<file path="src/rtl/alu_pkg.sv">
// Shared encodings for the ALU/multiply pipeline: opcodes, flag bit positions
// and small decode helpers used by both the top level and the multiply core.
package alu_pkg;

  typedef enum logic [3:0] {
    OP_AND = 4'b0000,
    OP_EOR = 4'b0001,
    OP_SUB = 4'b0010,
    OP_RSB = 4'b0011,
    OP_ADD = 4'b0100,
    OP_ADC = 4'b0101,
    OP_SBC = 4'b0110,
    OP_RSC = 4'b0111,
    OP_TST = 4'b1000,
    OP_TEQ = 4'b1001,
    OP_CMP = 4'b1010,
    OP_CMN = 4'b1011,
    OP_ORR = 4'b1100,
    OP_MOV = 4'b1101,
    OP_BIC = 4'b1110,
    OP_MVN = 4'b1111
  } aluOp_e;

  typedef enum logic [2:0] {
    MOP_MUL   = 3'b000,
    MOP_MLA   = 3'b001,
    MOP_UMULL = 3'b100,
    MOP_UMLAL = 3'b101,
    MOP_SMULL = 3'b110,
    MOP_SMLAL = 3'b111
  } mulOp_e;

  localparam int FLAG_N = 3;
  localparam int FLAG_Z = 2;
  localparam int FLAG_C = 1;
  localparam int FLAG_V = 0;

  localparam logic [0:0] ST_IDLE = 1'b0;
  localparam logic [0:0] ST_MUL  = 1'b1;

  function automatic logic isTestOp(input logic [3:0] op);
    return (op == OP_TST) || (op == OP_TEQ) || (op == OP_CMP) || (op == OP_CMN);
  endfunction

  // Illegal encodings (010, 011) fall out of all three tests and so run as plain MUL.
  function automatic logic mulIsLong(input logic [2:0] op);
    return op[2];
  endfunction

  function automatic logic mulIsAcc(input logic [2:0] op);
    return (op == MOP_MLA) || (op == MOP_UMLAL) || (op == MOP_SMLAL);
  endfunction

  function automatic logic mulIsSigned(input logic [2:0] op);
    return (op == MOP_SMULL) || (op == MOP_SMLAL);
  endfunction

endpackage

</file>
<file path="src/rtl/mul_iter_core.sv">
// Iterative multiply-accumulate core: consumes MUL_STEP multiplier bits per
// cycle and presents the final sum combinationally while done is high.
module mul_iter_core
  import alu_pkg::*;
#(
  parameter int WIDTH    = 32,
  parameter int MUL_STEP = 8
) (
  input  logic                 clk,
  input  logic                 reset,
  input  logic                 i_start,
  input  logic [2:0]           i_mulOp,
  input  logic [WIDTH-1:0]     i_a,
  input  logic [WIDTH-1:0]     i_b,
  input  logic [WIDTH-1:0]     i_accLo,
  input  logic [WIDTH-1:0]     i_accHi,
  input  logic                 i_ack,
  output logic                 o_done,
  output logic [2*WIDTH-1:0]   o_product
);

  localparam int ITERS = WIDTH / MUL_STEP;
  localparam int CW    = (ITERS > 1) ? $clog2(ITERS) : 1;
  localparam logic [CW-1:0] LAST = CW'(ITERS - 1);

  logic [2*WIDTH-1:0] r_mcand;
  logic [2*WIDTH-1:0] r_acc;
  logic [WIDTH-1:0]   r_mplier;
  logic [CW-1:0]      r_cnt;
  logic               r_busy;

  logic               w_signed;
  logic [2*WIDTH-1:0] w_aExt;
  logic [2*WIDTH-1:0] w_accIn;
  logic [2*WIDTH-1:0] w_corr;
  logic [2*WIDTH-1:0] w_partial;

  // The multiplier is walked as unsigned digits; a negative signed multiplier is
  // fixed up by pre-subtracting a<<WIDTH from the starting accumulator.
  always_comb begin
    w_signed = mulIsSigned(i_mulOp);
    w_aExt   = w_signed ? {{WIDTH{i_a[WIDTH-1]}}, i_a} : {{WIDTH{1'b0}}, i_a};
    w_accIn  = '0;
    if (mulIsAcc(i_mulOp)) begin
      w_accIn = mulIsLong(i_mulOp) ? {i_accHi, i_accLo} : {{WIDTH{1'b0}}, i_accLo};
    end
    w_corr = (w_signed && i_b[WIDTH-1]) ? {i_a, {WIDTH{1'b0}}} : '0;
  end

  always_comb begin
    w_partial = '0;
    for (int k = 0; k < MUL_STEP; k++) begin
      if (r_mplier[k]) begin
        w_partial = w_partial + (r_mcand << k);
      end
    end
  end

  // The last digit is folded into o_product instead of registered, so the
  // core sits at LAST with done asserted until the result is taken.
  always_ff @(posedge clk or posedge reset) begin
    if (reset) begin
      r_busy   <= 1'b0;
      r_cnt    <= '0;
      r_mcand  <= '0;
      r_mplier <= '0;
      r_acc    <= '0;
    end else if (i_start) begin
      r_busy   <= 1'b1;
      r_cnt    <= '0;
      r_mcand  <= w_aExt;
      r_mplier <= i_b;
      r_acc    <= w_accIn - w_corr;
    end else if (r_busy) begin
      if (r_cnt != LAST) begin
        r_acc    <= r_acc + w_partial;
        r_mcand  <= r_mcand << MUL_STEP;
        r_mplier <= r_mplier >> MUL_STEP;
        r_cnt    <= r_cnt + CW'(1);
      end else if (i_ack) begin
        r_busy <= 1'b0;
      end
    end
  end

  assign o_done    = r_busy && (r_cnt == LAST);
  assign o_product = r_acc + w_partial;

endmodule

</file>
<file path="src/rtl/alu_mul_pipe.sv">
// ARM data-processing ALU with an iterative multiplier behind a valid/ready
// input and a held output register drained by writeback.
module alu_mul_pipe
  import alu_pkg::*;
#(
  parameter int WIDTH    = 32,
  parameter int MUL_STEP = 8
) (
  input  logic             clk,
  input  logic             reset,
  input  logic             inValid,
  output logic             inReady,
  input  logic             isMul,
  input  logic [3:0]       aluOp,
  input  logic [2:0]       mulOp,
  input  logic [WIDTH-1:0] aBus,
  input  logic [WIDTH-1:0] barrelOutput,
  input  logic             shifterCarry,
  input  logic [WIDTH-1:0] accLo,
  input  logic [WIDTH-1:0] accHi,
  input  logic             updateFlags,
  input  logic [3:0]       flagsIn,
  output logic             outValid,
  input  logic             outReady,
  output logic [WIDTH-1:0] resultLo,
  output logic [WIDTH-1:0] resultHi,
  output logic             writeResult,
  output logic             writeHi,
  output logic [3:0]       flagsOut
);

  logic [0:0]       r_state;
  logic             r_outValid;
  logic [WIDTH-1:0] r_resultLo;
  logic [WIDTH-1:0] r_resultHi;
  logic             r_writeResult;
  logic             r_writeHi;
  logic [3:0]       r_flags;
  logic             r_mulLong;
  logic             r_mulUpd;
  logic [3:0]       r_mulFlagsIn;

  aluOp_e             w_op;
  logic               w_outFree;
  logic               w_accept;
  logic               w_mulStart;
  logic               w_mulAck;
  logic               w_done;
  logic [2*WIDTH-1:0] w_product;
  logic [WIDTH-1:0]   w_addX;
  logic [WIDTH-1:0]   w_addY;
  logic               w_cin;
  logic               w_isArith;
  logic [WIDTH-1:0]   w_logic;
  logic [WIDTH:0]     w_sum;
  logic [WIDTH-1:0]   w_dataRes;
  logic [3:0]         w_dataFlags;
  logic [WIDTH-1:0]   w_mulHi;
  logic [3:0]         w_mulFlags;

  assign w_op       = aluOp_e'(aluOp);
  assign w_outFree  = !r_outValid || outReady;
  assign inReady    = (r_state == ST_IDLE) && w_outFree;
  assign w_accept   = inValid && inReady;
  assign w_mulStart = w_accept && isMul;
  assign w_mulAck   = (r_state == ST_MUL) && w_done && w_outFree;

  mul_iter_core #(
    .WIDTH    (WIDTH),
    .MUL_STEP (MUL_STEP)
  ) u_mulCore (
    .clk       (clk),
    .reset     (reset),
    .i_start   (w_mulStart),
    .i_mulOp   (mulOp),
    .i_a       (aBus),
    .i_b       (barrelOutput),
    .i_accLo   (accLo),
    .i_accHi   (accHi),
    .i_ack     (w_mulAck),
    .o_done    (w_done),
    .o_product (w_product)
  );

  // All subtract forms reuse the one adder as x + ~y + carry-in, so C is NOT borrow.
  always_comb begin
    w_addX    = aBus;
    w_addY    = barrelOutput;
    w_cin     = 1'b0;
    w_isArith = 1'b1;
    case (w_op)
      OP_ADD, OP_CMN: w_cin = 1'b0;
      OP_ADC:         w_cin = flagsIn[FLAG_C];
      OP_SUB, OP_CMP: begin w_addY = ~barrelOutput; w_cin = 1'b1; end
      OP_SBC:         begin w_addY = ~barrelOutput; w_cin = flagsIn[FLAG_C]; end
      OP_RSB:         begin w_addX = barrelOutput; w_addY = ~aBus; w_cin = 1'b1; end
      OP_RSC:         begin w_addX = barrelOutput; w_addY = ~aBus; w_cin = flagsIn[FLAG_C]; end
      default:        w_isArith = 1'b0;
    endcase

    case (w_op)
      OP_AND, OP_TST: w_logic = aBus & barrelOutput;
      OP_EOR, OP_TEQ: w_logic = aBus ^ barrelOutput;
      OP_ORR:         w_logic = aBus | barrelOutput;
      OP_MOV:         w_logic = barrelOutput;
      OP_BIC:         w_logic = aBus & ~barrelOutput;
      OP_MVN:         w_logic = ~barrelOutput;
      default:        w_logic = '0;
    endcase

    w_sum     = {1'b0, w_addX} + {1'b0, w_addY} + {{WIDTH{1'b0}}, w_cin};
    w_dataRes = w_isArith ? w_sum[WIDTH-1:0] : w_logic;

    w_dataFlags         = '0;
    w_dataFlags[FLAG_N] = w_dataRes[WIDTH-1];
    w_dataFlags[FLAG_Z] = (w_dataRes == '0);
    w_dataFlags[FLAG_C] = w_isArith ? w_sum[WIDTH] : shifterCarry;
    w_dataFlags[FLAG_V] = w_isArith ?
                          ((w_addX[WIDTH-1] == w_addY[WIDTH-1]) &&
                           (w_sum[WIDTH-1] != w_addX[WIDTH-1])) :
                          flagsIn[FLAG_V];
  end

  // Short multiplies judge N/Z on the low word only; C and V ride through.
  always_comb begin
    w_mulHi    = r_mulLong ? w_product[2*WIDTH-1:WIDTH] : '0;
    w_mulFlags = r_mulFlagsIn;
    w_mulFlags[FLAG_N] = r_mulLong ? w_product[2*WIDTH-1] : w_product[WIDTH-1];
    w_mulFlags[FLAG_Z] = r_mulLong ? (w_product == '0) : (w_product[WIDTH-1:0] == '0);
  end

  always_ff @(posedge clk or posedge reset) begin
    if (reset) begin
      r_state      <= ST_IDLE;
      r_mulLong    <= 1'b0;
      r_mulUpd     <= 1'b0;
      r_mulFlagsIn <= '0;
    end else begin
      case (r_state)
        ST_IDLE: begin
          if (w_mulStart) begin
            r_state      <= ST_MUL;
            r_mulLong    <= mulIsLong(mulOp);
            r_mulUpd     <= updateFlags;
            r_mulFlagsIn <= flagsIn;
          end
        end
        ST_MUL: begin
          if (w_mulAck) begin
            r_state <= ST_IDLE;
          end
        end
        default: r_state <= ST_IDLE;
      endcase
    end
  end

  // A data op may reload the register in the same cycle writeback drains it.
  always_ff @(posedge clk or posedge reset) begin
    if (reset) begin
      r_outValid    <= 1'b0;
      r_resultLo    <= '0;
      r_resultHi    <= '0;
      r_writeResult <= 1'b0;
      r_writeHi     <= 1'b0;
      r_flags       <= '0;
    end else if (w_accept && !isMul) begin
      r_outValid    <= 1'b1;
      r_resultLo    <= w_dataRes;
      r_resultHi    <= '0;
      r_writeResult <= !isTestOp(aluOp);
      r_writeHi     <= 1'b0;
      r_flags       <= updateFlags ? w_dataFlags : flagsIn;
    end else if (w_mulAck) begin
      r_outValid    <= 1'b1;
      r_resultLo    <= w_product[WIDTH-1:0];
      r_resultHi    <= w_mulHi;
      r_writeResult <= 1'b1;
      r_writeHi     <= r_mulLong;
      r_flags       <= r_mulUpd ? w_mulFlags : r_mulFlagsIn;
    end else if (outReady) begin
      r_outValid <= 1'b0;
    end
  end

  assign outValid    = r_outValid;
  assign resultLo    = r_resultLo;
  assign resultHi    = r_resultHi;
  assign writeResult = r_writeResult;
  assign writeHi     = r_writeHi;
  assign flagsOut    = r_flags;

endmodule

</file>
<file path="config.mk">
export PLATFORM = sky130hd
export DESIGN_NAME = alu_mul_pipe
export DESIGN_NICKNAME = d
export VERILOG_FILES = /design/src/rtl/alu_pkg.sv /design/src/rtl/mul_iter_core.sv /design/src/rtl/alu_mul_pipe.sv
export SDC_FILE = /design/constraint.sdc
export NUM_CORES = 2
export LEC_CHECK = 0
export CELL_PAD_IN_SITES_DETAIL_PLACEMENT = 2
export CELL_PAD_IN_SITES_GLOBAL_PLACEMENT = 2
export CORE_MARGIN = 4
export CORE_UTILIZATION = 33
export DETAILED_ROUTE_END_ITERATION = 8
export GPL_TIMING_DRIVEN = 0
export MAX_ROUTING_LAYER = met4
export PLACE_DENSITY_LB_ADDON = 0.1
export SYNTH_ARGS = -nofsm -noshare
export SYNTH_HDL_FRONTEND = slang
export SYNTH_SLANG_ARGS = --single-unit
</file>
<file path="constraint.sdc">
create_clock -name clk -period 18.9 [get_ports clk]
set_input_delay 1.89 -clock clk [delete_from_list [all_inputs] [get_ports clk]]
set_output_delay 1.89 -clock clk [all_outputs]
set_load 0.005 [all_outputs]
</file>
Word-level counts from Yosys, hierarchy flattened
Index checks and enable logic that the tools add are counted.
Cells by class
  $lt $le $gt $ge: 0
  multiplexer cells: 56
  div/mod/pow operators: 0
  eq/ne operators: 23
  $add $sub $neg: 12
  reduce and logical (&&, ||, !) cells: 36
  shift-type cells: 0
  multipliers: 0
  bitwise logic cells: 7
Operators with widths (count)
  64-bit two-way mux: 18
  64-bit adder: 8
  32-bit two-way mux: 10
  32-bit case mux with 6 select lines: 1
  32-bit bitwise AND: 2
  32-bit zero test: 2
  64-bit zero test: 1
  32-bit NOT: 2
  32-bit case mux with 2 select lines: 1
  64-bit subtractor: 1
  32-bit by 32-bit adder with 33-bit output: 1
  33-bit by 1-bit adder with 33-bit output: 1
  4-bit equality test (second input constant): 8
  32-bit OR: 1
  32-bit bitwise XOR: 1
  1-bit two-way mux: 17
  4-bit by 3-bit equality test with 1-bit output (second input constant): 4
  4-bit two-way mux: 4
  3-bit equality test (second input constant): 3
  1-bit logical AND: 9
  3-bit OR reduction: 3
  4-bit by 2-bit equality test with 1-bit output (second input constant): 2
  8-bit OR reduction: 1
  1-bit logical OR: 7
  other kinds (16): 26
Word-level totals
  bits in latches: 0
  bits in writable memories: 0
  bits in read-only memories: 0
  register bits after elaboration: 241
  memories: 0
  logic and storage cells: 149

Longest topological paths before layout
  depth after elaboration: 21
  depth in mapped cells: 108
  gate-level depth less buffers: 99

Hierarchy
From an unflattened synthesis, not the netlist that was laid out.
Unflattened totals
  cell total of the unflattened synthesis: 7291
  area total of the unflattened synthesis: 51924.8 um^2
By module, submodules not included
  mul_iter_core: times used 1, area each 43493.0 um^2, cells each 6129
  alu_mul_pipe: times used 1, area each 8431.8 um^2, cells each 1162

Least setup slack after synthesis
OpenSTA, ideal clock, no wires.
  path type: flip-flop to flip-flop
  start point: reg u_mulCore.r_mplier[0]
  end point: reg r_flags[3], in the netlist flagsOut[3]
  arrival time: 18556 ps
  path slack: 218 ps
  setup time: 126 ps
  cell stages (with the launch flop): 103
  buffers on the path: 8
  required time: 18774 ps
  cells stage by stage: dfrtp_1 buf_6 buf_2 buf_2 clkbuf_1 clkbuf_1 clkbuf_1 clkbuf_1 clkbuf_1 nand2_1 inv_1 ha_1 inv_1 fa_1 nand3b_1 o211ai_2 a21oi_1 o22ai_1 (+67 left out) a41oi_1 nor2b_1 xor2_1 nand2_1 o221a_1 ha_1 nand2_1 nor2_1 a211oi_1 nor2b_1 o21ai_0 a32oi_1 xor2_1 xnor3_1 xnor3_1 xnor2_1 nor2_1 a221o_1
Between the ends
  cells in the longest elaborated chain, start to end: 20
Ends and longest elaborated chain
  start, declared: line mul_iter_core.sv:28  | logic [WIDTH-1:0] r_mplier;
  start signal, assigned: line mul_iter_core.sv:72  | r_mplier <= i_b;
  start signal, assigned: line mul_iter_core.sv:78  | r_mplier <= r_mplier >> MUL_STEP;
  64-bit two-way mux (*): line mul_iter_core.sv:53  | if (r_mplier[k]) begin
  64-bit adder: line mul_iter_core.sv:54  | w_partial = w_partial + (r_mcand << k);
  64-bit two-way mux (*): line mul_iter_core.sv:53
  64-bit adder: line mul_iter_core.sv:54
  64-bit two-way mux (*): line mul_iter_core.sv:53
  64-bit adder: line mul_iter_core.sv:54
  64-bit two-way mux (*): line mul_iter_core.sv:53
  64-bit adder: line mul_iter_core.sv:54
  (+4 left out)
  64-bit two-way mux (*): line mul_iter_core.sv:53
  64-bit adder: line mul_iter_core.sv:54
  64-bit two-way mux (*): line mul_iter_core.sv:53
  64-bit adder (*): line mul_iter_core.sv:87  | assign o_product = r_acc + w_partial;
  1-bit two-way mux (*): line alu_mul_pipe.sv:128  | w_mulFlags[FLAG_N] = r_mulLong ? w_product[2*WIDTH-1] : w_product[WIDTH-1];
  4-bit two-way mux (*): line alu_mul_pipe.sv:180  | r_flags <= r_mulUpd ? w_mulFlags : r_mulFlagsIn;
  4-bit two-way mux (*): line alu_mul_pipe.sv:174  | end else if (w_mulAck) begin
  4-bit two-way mux (*): line alu_mul_pipe.sv:167  | end else if (w_accept && !isMul) begin
  end signal, assigned: line alu_mul_pipe.sv:173  | r_flags <= updateFlags ? w_dataFlags : flagsIn;
  end signal, assigned: line alu_mul_pipe.sv:180
  end, declared: line alu_mul_pipe.sv:38  | logic [3:0] r_flags;
Mark *: on every way between the ends. The rest lies on a longest branch, timed or not. The select of a mux whose other input is x is not followed.
A chain may end at the register's enable or synchronous reset.

Worst setup path after layout
Same ends and word-level chain as after synthesis.

==> flow_metrics.tcl <==
set metrics [dict create \
    grt_max_degree 112 \
    crit_family "compound AO/OA/AOI/OAI gates" \
    synthAdderAreaFrac_pct 15.6 \
    totalWireLength_microns 285000 \
    post-route-period-util_pct 99.4 \
    worst_slew_pin_slew_ns 1.48 \
    synthMuxAreaShare_pct 4.49 \
    avgRoutedWirePerCell_microns 30.6 \
    grt_pass1_vias 61400 \
    synth_top_area_cell "ha_1" \
    clock_sinks 241 \
    numCtsBuffers 29 \
    io_buffer_count 207 \
    grt_util_met3_pct 1.95 \
    hold_path.class "flop to flop" \
    ant_nets 0 \
    final-seq-area_sq_um 6030 \
    drc 0 \
    cp-start-kind "flop" \
    critPathMostFrequentCell "a21oi_2" \
    drv_slew 0 \
    path_max_fanout 7 \
    synth_simple_gate_area_share_pct 21.2 \
    rows 141 \
    start_util_pct 33.2 \
    fmax_mhz 53.2 \
    cts_tree "yes" \
    final_cell_mix "821 x nand2_1, 624 x a21oi_1, 500 x nor2_1" \
    finClkSkew_ns 0.0488 \
    synth_top_family_by_area "compound AO/OA/AOI/OAI gates" \
    layout-drive-gt1-share_pct 15.3 \
    place_area_sq_um 53600 \
    synth_edf_count 0 \
    clock_path_buffers 3 \
    synth_compound_area_share_pct 32.8 \
    fillers 17100 \
    yosys-top-cells-area "ha_1 15%, dfrtp_1 12%, a21oi_1 7.6%, nand2_1 6.4%, o21ai_0 6.1%" \
    min_period_ns 18.80 \
    ys_seq_area_share_pct 12.3 \
    vias_per_cell 6.19 \
    max_slew_margin_pct 0.277 \
    maxCapViolations 1 \
    grt_pass1_wl_microns 408000 \
    final_area_sq_um 60000 \
    grtUsageMet2_pct 60.1 \
    area_growth_pct 22.4 \
    syn_area_sq_um 49000 \
    multi_input_area_sq_um 44100 \
    die_y_microns 393 \
    critPathCaptureType "flop" \
    grt_overflow 0 \
    cp.arrival_ns 19.31 \
    clk_pin_slew_worst_paths_ns 0.07 \
    die_area_sq_um 155000 \
    hold_viol_final 0 \
    die_w_microns 393 \
    synth_ff_type "dfrtp_1" \
    busiest_layer "met2" \
    antenna_found_initial 4 \
    drt_first_pass_iters 7 \
    worst_skew_pair.late_latency_ns 0.64 \
    drt_iter0_markers 3439 \
    setup_viol 0 \
    layout.nets 8126 \
    cts_root_buf "clkbuf_16" \
    vias 57700 \
    synth_cell_types 111 \
    track_usage_pct 35.4 \
    synth_area_per_cell_sq_um 7.08 \
    dp_hpwl_microns 229000 \
    status "complete, but fails checks" \
    critPathBufInv 11 \
    synthXorXnorAreaFrac_pct 8.58 \
    layout_commonest_cell "nand2_1" \
    slowest_stage "or4_4" \
    h-tree-depth 1 \
    core_area_sq_um 148000 \
    cpPeakStageDelay_ns 0.44 \
    met1_usage_pct 42.3 \
    synthDominantCellAreaShare_pct 15.2 \
    ys_warn_count 0 \
    async_flop_share_pct 100 \
    synth_seq_cells 241 \
    gp_congestion 0.959 \
    worstPathRequired_ns 19.42 \
    syn-num-nets 7674 \
    synthCells 6923 \
    io_pins 218 \
    path_class "flop to flop" \
    failed_checks "capacitance limit" \
]
## synth_stat cells (all sizes together), types with 17 or more instances
| cell type | number |
|---|---|
| a22o | 31 |
| mux2 | 159 |
| dfrtp | 241 |
| a211o | 17 |
| nand3b | 28 |
| a211oi | 62 |
| o31ai | 36 |
| nand2 | 838 |
| nor4 | 18 |
| a31oi | 138 |
| o21bai | 99 |
| mux2i | 40 |
| nor2 | 529 |
| or2 | 24 |
| a221oi | 38 |
| a21oi | 744 |
| nor2b | 95 |
| nand2b | 94 |
| nand3 | 138 |
| and3 | 102 |
| a21boi | 30 |
| a22oi | 25 |
| and2 | 69 |
| nor3 | 99 |
| nand4 | 86 |
| a221o | 22 |
| xor2 | 192 |
| o211ai | 41 |
| xnor2 | 283 |
| o21ai | 618 |
| o221ai | 32 |
| o22ai | 30 |
| clkbuf | 302 |
| or3 | 33 |
| buf | 43 |
| ha | 594 |
| o21a | 87 |
| inv | 295 |
| a21o | 322 |
## layout make-up
type / instances / share of cell area [%]
clock inverter: 12 / 0.244
inverter: 297 / 1.89
buffer: 307 / 2.15
tap: 1930 / 4.02
clock buffer: 42 / 1.47
antenna: 3 / 0.0125
timing repair buffer: 459 / 6.71
multi-input combinational: 6040 / 73.4
sequential: 241 / 10.1
## worst register-to-register path: cells and delay by family (launching register included)
| family | cells | cell delay [ns] |
|---|---|---|
| AO/OA/AOI/OAI | 42 | 8.37 |
| XOR/XNOR | 11 | 2.00 |
| adder cells (fa/ha/maj) | 9 | 2.72 |
| buffers and inverters | 11 | 1.58 |
| flip-flops | 1 | 0.41 |
| multiplexers | 2 | 0.61 |
| AND/OR/NAND/NOR | 24 | 3.03 |
## routing by layer
layer  routed length (microns)  part of all wire (%)
met5                         0                     0
met4                     19500                   6.8
met3                      9440                   3.3
met2                    135000                    47
met1                    121000                    43
## stage by stage
| stage | setup TNS (ns) | utilization (%) | cells | hold slack (ns) | setup slack [ns] |
|---|---|---|---|---|---|
| 2_1_floorplan | 0 | - | 6923 | 0.438 | 0.218 |
| 6_report | 0 | 40.6 | 9331 | 0.491 | 0.105 |
| 3_3_place_gp | -371.56 | 36.2 | 9060 | 0.457 | -8.53 |
| 3_5_place_dp | -405.89 | 36.3 | 9064 | 0.459 | -8.94 |
| 4_1_cts | 0 | 39.1 | 9252 | 0.476 | 0.00268 |
| 5_1_grt | -3.15 | 40.6 | 9330 | 0.504 | -0.648 |
## logic make-up (layout without fill, tap and decap cells)
| logic type | Yosys count | in the layout |
|---|---|---|
| compound gates | 2536 | 2536 |
| xor+xnor | 477 | 477 |
| fa+ha+maj | 607 | 607 |
| buf+inv | 642 | 1117 |
| flops | 241 | 241 |
| mux | 199 | 199 |
| other cells | 0 | 3 |
| simple gates | 2221 | 2221 |
## what timing repair did
item,in CTS,in global routing
resized for setup,469,401
setup buffers,156,92
endpoints found under the setup margin,94,42
pin swaps,166,207
hold buffers,0,0
## state kept, by name, indices dropped and copies added (netlist names), 2 cells and up
| name | flops |
|---|---|
| resultLo | 32 |
| flagsOut | 4 |
| u_mulCore.r_acc | 64 |
| r_mulFlagsIn | 4 |
| u_mulCore.r_cnt | 2 |
| u_mulCore.r_mcand | 64 |
| u_mulCore.r_mplier | 32 |
| resultHi | 32 |
## worst paths after layout
kind                       slack (ns)                   end             startpoint  cells after the start
max reg2reg                      0.10           flagsOut[3]  u_mulCore.r_mplier[0]                     99
min                              0.49          resultHi[25]           resultHi[25]                      2
min in group asynchronous        1.62  u_mulCore.r_mcand[3]                  reset                      2
max                              0.10           flagsOut[3]  u_mulCore.r_mplier[0]                     99
max in group asynchronous       15.76          resultHi[29]                  reset                      4
min reg2reg                      0.49          resultHi[25]           resultHi[25]                      2
Power is left out: the tool's default activity adds up to more than one toggle a clock period on the data nets, which glitch-free logic cannot reach.
